$ cat src/rtl/nmx1_pkg.sv
// rtl/nmx1_pkg.sv - shared types and widths for the Neuromorphic_X1 Wishbone host sequencer
//
// Purpose : bus widths, sequencer state encoding and the buffered command
//           record shared by the FIFO and the sequencer top.
// Contents: WB_ADR_W, WB_DAT_W, state_t {IDLE, REQ, RSP},
//           cmd_t {we, sel[3:0], adr[31:0], dat[31:0]} (69 bits), CMD_W.
package nmx1_pkg;

  localparam int WB_ADR_W = 32;
  localparam int WB_DAT_W = 32;

  typedef enum logic [1:0] {
    IDLE = 2'd0,
    REQ  = 2'd1,
    RSP  = 2'd2
  } state_t;

  typedef struct packed {
    logic                we;
    logic [3:0]          sel;
    logic [WB_ADR_W-1:0] adr;
    logic [WB_DAT_W-1:0] dat;
  } cmd_t;

  localparam int CMD_W = $bits(cmd_t);

endpackage

$ cat src/rtl/nmx1_sync_fifo.sv
// rtl/nmx1_sync_fifo.sv - single-clock command FIFO with occupancy count
//
// Purpose : buffers command records between the command source and the
//           Wishbone sequencer. rd_data always shows the head entry.
// Ports   : clk, rst_n (async, active low)
//           wr_en/wr_data  - push (ignored when full unless popping too)
//           rd_en/rd_data  - pop / head entry (ignored when empty)
//           full, empty, level[$clog2(DEPTH):0]
module nmx1_sync_fifo #(
  parameter int DEPTH = 4,
  parameter int WIDTH = 69
) (
  input  logic                     clk,
  input  logic                     rst_n,
  input  logic                     wr_en,
  input  logic [WIDTH-1:0]         wr_data,
  input  logic                     rd_en,
  output logic [WIDTH-1:0]         rd_data,
  output logic                     full,
  output logic                     empty,
  output logic [$clog2(DEPTH):0]   level
);

  localparam int AW = $clog2(DEPTH);

  logic [WIDTH-1:0] r_mem [DEPTH];
  logic [AW-1:0]    r_wr_ptr;
  logic [AW-1:0]    r_rd_ptr;
  logic [AW:0]      r_count;

  logic w_push;
  logic w_pop;

  assign full    = (r_count == (AW+1)'(DEPTH));
  assign empty   = (r_count == '0);
  assign level   = r_count;
  assign rd_data = r_mem[r_rd_ptr];

  // A full FIFO still accepts a push when the head leaves in the same cycle.
  assign w_pop  = rd_en && !empty;
  assign w_push = wr_en && (!full || w_pop);

  always_ff @(posedge clk or negedge rst_n) begin
    if (!rst_n) begin
      r_wr_ptr <= '0;
      r_rd_ptr <= '0;
      r_count  <= '0;
      for (int i = 0; i < DEPTH; i++) begin
        r_mem[i] <= '0;
      end
    end else begin
      if (w_push) begin
        r_mem[r_wr_ptr] <= wr_data;
        r_wr_ptr        <= r_wr_ptr + 1'b1;
      end
      if (w_pop) begin
        r_rd_ptr <= r_rd_ptr + 1'b1;
      end
      case ({w_push, w_pop})
        2'b10:   r_count <= r_count + 1'b1;
        2'b01:   r_count <= r_count - 1'b1;
        default: r_count <= r_count;
      endcase
    end
  end

endmodule

$ cat src/rtl/nmx1_wb_host_seq.sv
// rtl/nmx1_wb_host_seq.sv - Wishbone classic initiator driving the Neuromorphic_X1 responder
//
// Purpose : queues local commands and issues them one single-beat Wishbone
//           cycle at a time; each command yields exactly one response
//           (read data, or rsp_err=1 when the responder never acks).
// Ports   : wb_clk_i, wb_rst_n_i (async, active low)
//           cmd_valid/cmd_ready/cmd_we/cmd_sel/cmd_adr/cmd_dat - command in
//           rsp_valid/rsp_ready/rsp_dat/rsp_err              - response out
//           wbm_cyc_o/stb_o/we_o/sel_o/adr_o/dat_o, wbm_dat_i/ack_i - Wishbone
//           busy, fifo_level                                  - status
module nmx1_wb_host_seq
  import nmx1_pkg::*;
#(
  parameter int FIFO_DEPTH  = 4,
  parameter int TIMEOUT_CYC = 255
) (
  input  logic                          wb_clk_i,
  input  logic                          wb_rst_n_i,
  input  logic                          cmd_valid,
  output logic                          cmd_ready,
  input  logic                          cmd_we,
  input  logic [3:0]                    cmd_sel,
  input  logic [WB_ADR_W-1:0]           cmd_adr,
  input  logic [WB_DAT_W-1:0]           cmd_dat,
  output logic                          rsp_valid,
  input  logic                          rsp_ready,
  output logic [WB_DAT_W-1:0]           rsp_dat,
  output logic                          rsp_err,
  output logic                          wbm_cyc_o,
  output logic                          wbm_stb_o,
  output logic                          wbm_we_o,
  output logic [3:0]                    wbm_sel_o,
  output logic [WB_ADR_W-1:0]           wbm_adr_o,
  output logic [WB_DAT_W-1:0]           wbm_dat_o,
  input  logic [WB_DAT_W-1:0]           wbm_dat_i,
  input  logic                          wbm_ack_i,
  output logic                          busy,
  output logic [$clog2(FIFO_DEPTH):0]   fifo_level
);

  // Last counter value before the cycle is abandoned: TIMEOUT_CYC stb cycles total.
  localparam logic [15:0] TO_LAST = 16'(TIMEOUT_CYC - 1);

  state_t               r_state;
  logic [15:0]          r_cnt;
  logic                 r_cyc;
  logic                 r_stb;
  logic                 r_we;
  logic [3:0]           r_sel;
  logic [WB_ADR_W-1:0]  r_adr;
  logic [WB_DAT_W-1:0]  r_dat;
  logic                 r_rsp_valid;
  logic [WB_DAT_W-1:0]  r_rsp_dat;
  logic                 r_rsp_err;

  cmd_t w_cmd_in;
  cmd_t w_head;
  logic w_full;
  logic w_empty;
  logic w_pop;
  logic w_push;

  assign w_cmd_in.we  = cmd_we;
  assign w_cmd_in.sel = cmd_sel;
  assign w_cmd_in.adr = cmd_adr;
  assign w_cmd_in.dat = cmd_dat;

  assign w_pop     = (r_state == IDLE) && !w_empty;
  assign cmd_ready = !w_full || w_pop;
  assign w_push    = cmd_valid && cmd_ready;

  nmx1_sync_fifo #(
    .DEPTH (FIFO_DEPTH),
    .WIDTH (CMD_W)
  ) u_cmd_fifo (
    .clk     (wb_clk_i),
    .rst_n   (wb_rst_n_i),
    .wr_en   (w_push),
    .wr_data (w_cmd_in),
    .rd_en   (w_pop),
    .rd_data (w_head),
    .full    (w_full),
    .empty   (w_empty),
    .level   (fifo_level)
  );

  always_ff @(posedge wb_clk_i or negedge wb_rst_n_i) begin
    if (!wb_rst_n_i) begin
      r_state     <= IDLE;
      r_cnt       <= '0;
      r_cyc       <= 1'b0;
      r_stb       <= 1'b0;
      r_we        <= 1'b0;
      r_sel       <= '0;
      r_adr       <= '0;
      r_dat       <= '0;
      r_rsp_valid <= 1'b0;
      r_rsp_dat   <= '0;
      r_rsp_err   <= 1'b0;
    end else begin
      case (r_state)
        IDLE: begin
          if (!w_empty) begin
            r_we    <= w_head.we;
            r_sel   <= w_head.sel;
            r_adr   <= w_head.adr;
            r_dat   <= w_head.dat;
            r_cyc   <= 1'b1;
            r_stb   <= 1'b1;
            r_state <= REQ;
          end
        end
        REQ: begin
          // ack is checked first so an ack on the timeout cycle still completes.
          if (wbm_ack_i) begin
            r_cyc       <= 1'b0;
            r_stb       <= 1'b0;
            r_rsp_dat   <= r_we ? '0 : wbm_dat_i;
            r_rsp_err   <= 1'b0;
            r_rsp_valid <= 1'b1;
            r_state     <= RSP;
          end else if (r_cnt == TO_LAST) begin
            r_cyc       <= 1'b0;
            r_stb       <= 1'b0;
            r_rsp_dat   <= '0;
            r_rsp_err   <= 1'b1;
            r_rsp_valid <= 1'b1;
            r_state     <= RSP;
          end else begin
            r_cnt <= r_cnt + 16'd1;
          end
        end
        RSP: begin
          if (rsp_ready) begin
            r_rsp_valid <= 1'b0;
            r_cnt       <= '0;
            r_state     <= IDLE;
          end
        end
        default: r_state <= IDLE;
      endcase
    end
  end

  assign wbm_cyc_o = r_cyc;
  assign wbm_stb_o = r_stb;
  assign wbm_we_o  = r_we;
  assign wbm_sel_o = r_sel;
  assign wbm_adr_o = r_adr;
  assign wbm_dat_o = r_dat;
  assign rsp_valid = r_rsp_valid;
  assign rsp_dat   = r_rsp_dat;
  assign rsp_err   = r_rsp_err;
  assign busy      = (r_state != IDLE) || !w_empty;

endmodule
$ cat config.mk
export PLATFORM = sky130hd
export DESIGN_NAME = nmx1_wb_host_seq
export DESIGN_NICKNAME = d
export VERILOG_FILES = /design/src/rtl/nmx1_pkg.sv /design/src/rtl/nmx1_sync_fifo.sv /design/src/rtl/nmx1_wb_host_seq.sv
export SDC_FILE = /design/constraint.sdc
export NUM_CORES = 1
export LEC_CHECK = 0
export CAP_MARGIN = 20
export CORE_ASPECT_RATIO = 0.8
export CORE_MARGIN = 8
export CORE_UTILIZATION = 39
export DETAILED_ROUTE_END_ITERATION = 6
export PLACE_DENSITY_LB_ADDON = 0.25
export SYNTH_ARGS = -nofsm -noshare
export SYNTH_HDL_FRONTEND = slang
export SYNTH_SLANG_ARGS = --single-unit
$ cat constraint.sdc
create_clock -name wb_clk_i -period 6.7 [get_ports wb_clk_i]
set_input_delay 1.34 -clock wb_clk_i [delete_from_list [all_inputs] [get_ports wb_clk_i]]
set_output_delay 1.34 -clock wb_clk_i [all_outputs]
set_load 0.005 [all_outputs]
==> flow_summary.toml <==
[pwr]
power_density_nw_per_um2 = 516
finalPower_mw = 11.0
vdd_ir_drop_max_mv = 0.268
p_leak_nw = 8.91

[drt]
drc = 0
routed_wl_mm = 38.6
wl_per_cell_um = 20.8
drt-initial-drc-count = 481
ant_nets = 0
via_count = 9817
drt_first_pass_iters = 4
vias_per_cell = 5.27

[floorplan]
fp-row-count = 68
start_util_pct = 39.6
io_pins = 216
core_area_um2 = 43200
die_w_um = 250
die_area_um2 = 50900
die_y_um = 203

[job]
drv_cap = 0

[grt]
grt_max_degree = 162
grt_pass1_wl_mm = 62.3
grt_pass1_vias = 10685
antenna_found_initial = 3
track_usage_pct = 15.1
gr-total-overflow = 0

[synth]
syn_area_um2 = 17100
synth_edf_count = 0
synth_top_cell_by_area = "dfrtp_1"
syn_nets = 1180
synth-seq-cells = 405
syn_area_per_cell_um2 = 16.0
synth_area_leaders = "dfrtp_1, mux2_2, mux4_2"
syn_inst = 1066
synth_top_area_share_pct = 59.3
synth.distinct_cells = 49
ys_seq_area_share_pct = 59.3
yosysWarnings = 0
async_reset_ff_share_pct = 100
synthFlopType = "dfrtp_1"

[setup_path]
cp.required_ps = 5360
start_kind = "flop"
startpoint = "r_state[1]"
cp-endpoint = "cmd_ready"
path_max_fanout = 11
reg2reg_setup_slack_ps = 3880
critPathCaptureType = "primary output"
critPathKind = "flop to primary output"
timing.rr.start = "r_state[1]"
r2r_cells = 5
worst_ep_arrival_time_ps = 1970
worstReg2RegEnd = "u_cmd_fifo.r_mem[155]"

[sta]
fmax_ghz = 0.302
setup_ws_ps = 3390
fin_crit_sh_pct = 49.4
relSlewSlack_pct = 28.9
tightest_slew_ps = 1070
rsz0062_at_grt = "no"
fin_setup_tns_ps = 0
hold_viol = 0
slew_viol_final = 0
whs_ps = 494
setup_viol = 0
skew_ps = 16.6
min_period_ps = 3310

[hold_path]
holdCritStartpoint = "rsp_dat[14]"
hold_class = "flop to flop"

[clock_network]
cts.reportedPaths.clkPinSlew_ps = 60
postCtsSetupRepairBufs = 0
cts-htree-levels = 2
cts_tree = "done"
cts-root-buf = "clkbuf_16"
cts_buffers = 43
cts.sinks = 405
cts_resized = 0
insertion_delay_ps = 540
cts_max_path_buffers = 3
hold_buffers = 0

[finish]
drive_gt1_share_pct = 39.4
n_antenna_cell = 0
utilization_pct = 49.3
areaGrowthSynthToFinish_pct = 24.5
fin_area_um2 = 21300
fin_cells = 1862
nFillCells = 3685
nNetsFinal = 1385

[place]
postPlaceCellArea_um2 = 19800
routabilityCongestion = 0.828
io_buffers = 215
placed_cells = 1786
hpwl_mm = 23.8
dp_slack_ps = 2970

[status]
status = "finished clean"
[state kept, by name (all words and copies together) (netlist names), 2 cells and up]
signal / count
u_cmd_fifo.r_rd_ptr: 2
r_state: 2
r_cnt: 16
u_cmd_fifo.level: 3
wbm_sel_o: 4
rsp_dat: 32
u_cmd_fifo.r_wr_ptr: 2
u_cmd_fifo.r_mem: 276
wbm_dat_o: 32
wbm_adr_o: 32
[layout by cell type, fill, tap and decap left out, types with 5 or more instances in the layout]
cell | netlist | final
a21oi_1 | 10 | 10
o21ai_0 | 11 | 11
clkdlybuf4s50_1 | 0 | 214
buf_4 | 1 | 8
ha_1 | 7 | 7
dfrtp_1 | 405 | 403
clkbuf_16 | 0 | 44
nand2_1 | 26 | 22
clkbuf_1 | 20 | 5
clkbuf_8 | 0 | 9
nor2_1 | 7 | 6
clkinv_2 | 0 | 10
mux2_2 | 345 | 345
mux4_2 | 69 | 69
inv_1 | 10 | 10
a31oi_1 | 7 | 7
nand3_1 | 11 | 11
a22o_1 | 32 | 32
[synthesized netlist by cell type (all sizes together) (2+ instances only)]
cell / n
dfrtp: 405
mux2: 345
mux4: 69
buf: 48
a22o: 32
nand2: 26
clkbuf: 20
o21ai: 14
nand3: 11
a21oi: 10
inv: 10
a31oi: 7
ha: 7
nor2: 7
nand2b: 4
nand4: 4
nor3: 4
o31ai: 4
and2: 3
nor2b: 3
or3: 3
or4: 3
xnor2: 3
xor2: 3
a21o: 2
and3: 2
nor4: 2
o211ai: 2
o41ai: 2
[cells by family after synthesis]
kind of cell,count (synthesis),share of synthesized area [%]
simple gates,77,2.44
xor+xnor,6,0.307
compound gates,77,3.32
flops,405,59.3
fa+ha+maj,8,0.629
mux,415,31.9
buf+inv,78,2.18
[how the worst min path moves through the flow]
stage	cells after the start	end	slack [ps]
2_1_floorplan	1	r_cnt[11]	450
3_3_place_gp	1	u_cmd_fifo.r_mem[71]	480
3_5_place_dp	1	rsp_dat[8]	480
4_1_cts	1	u_cmd_fifo.r_mem[94]	500
5_1_grt	1	rsp_dat[24]	510
6_report	1	rsp_dat[14]	490
[worst max-delay path, cell delays in order (launching register included)]
cell             delay, ps
dfrtp_1                510
o2111ai_1              360
clkdlybuf4s50_1        570
[layer usage]
layer / up-vias / share of wire (%) / global-route usage, %
li1: 4388 / - / -
met3: 61 / 6.3 / 4.41
met1: 5139 / 47 / 21.0
met5: - / 0.12 / 0
met2: 223 / 45 / 23.6
met4: 6 / 1.8 / 3.28
[area by class of cell]
cell class | instances | area (um^2) | area share [%]
clock buffers | 58 | 1240 | 5.84
clock inverters | 18 | 211 | 0.993
inverters | 10 | 37.5 | 0.176
multi-input cells | 583 | 6630 | 31.1
flip-flops and latches | 405 | 10100 | 47.6
well taps | 560 | 701 | 3.29
repair buffers | 228 | 2330 | 10.9
[where the power goes]
group	leakage [nW]	switching, mW	internal (mW)	total, mW
Clock	0.724	0.966	1.46	2.42
Sequential	4.86	0.699	3.68	4.38
Combinational	3.32	1.52	2.67	4.19
No activity file was read; power rests on OpenSTA's default activity.
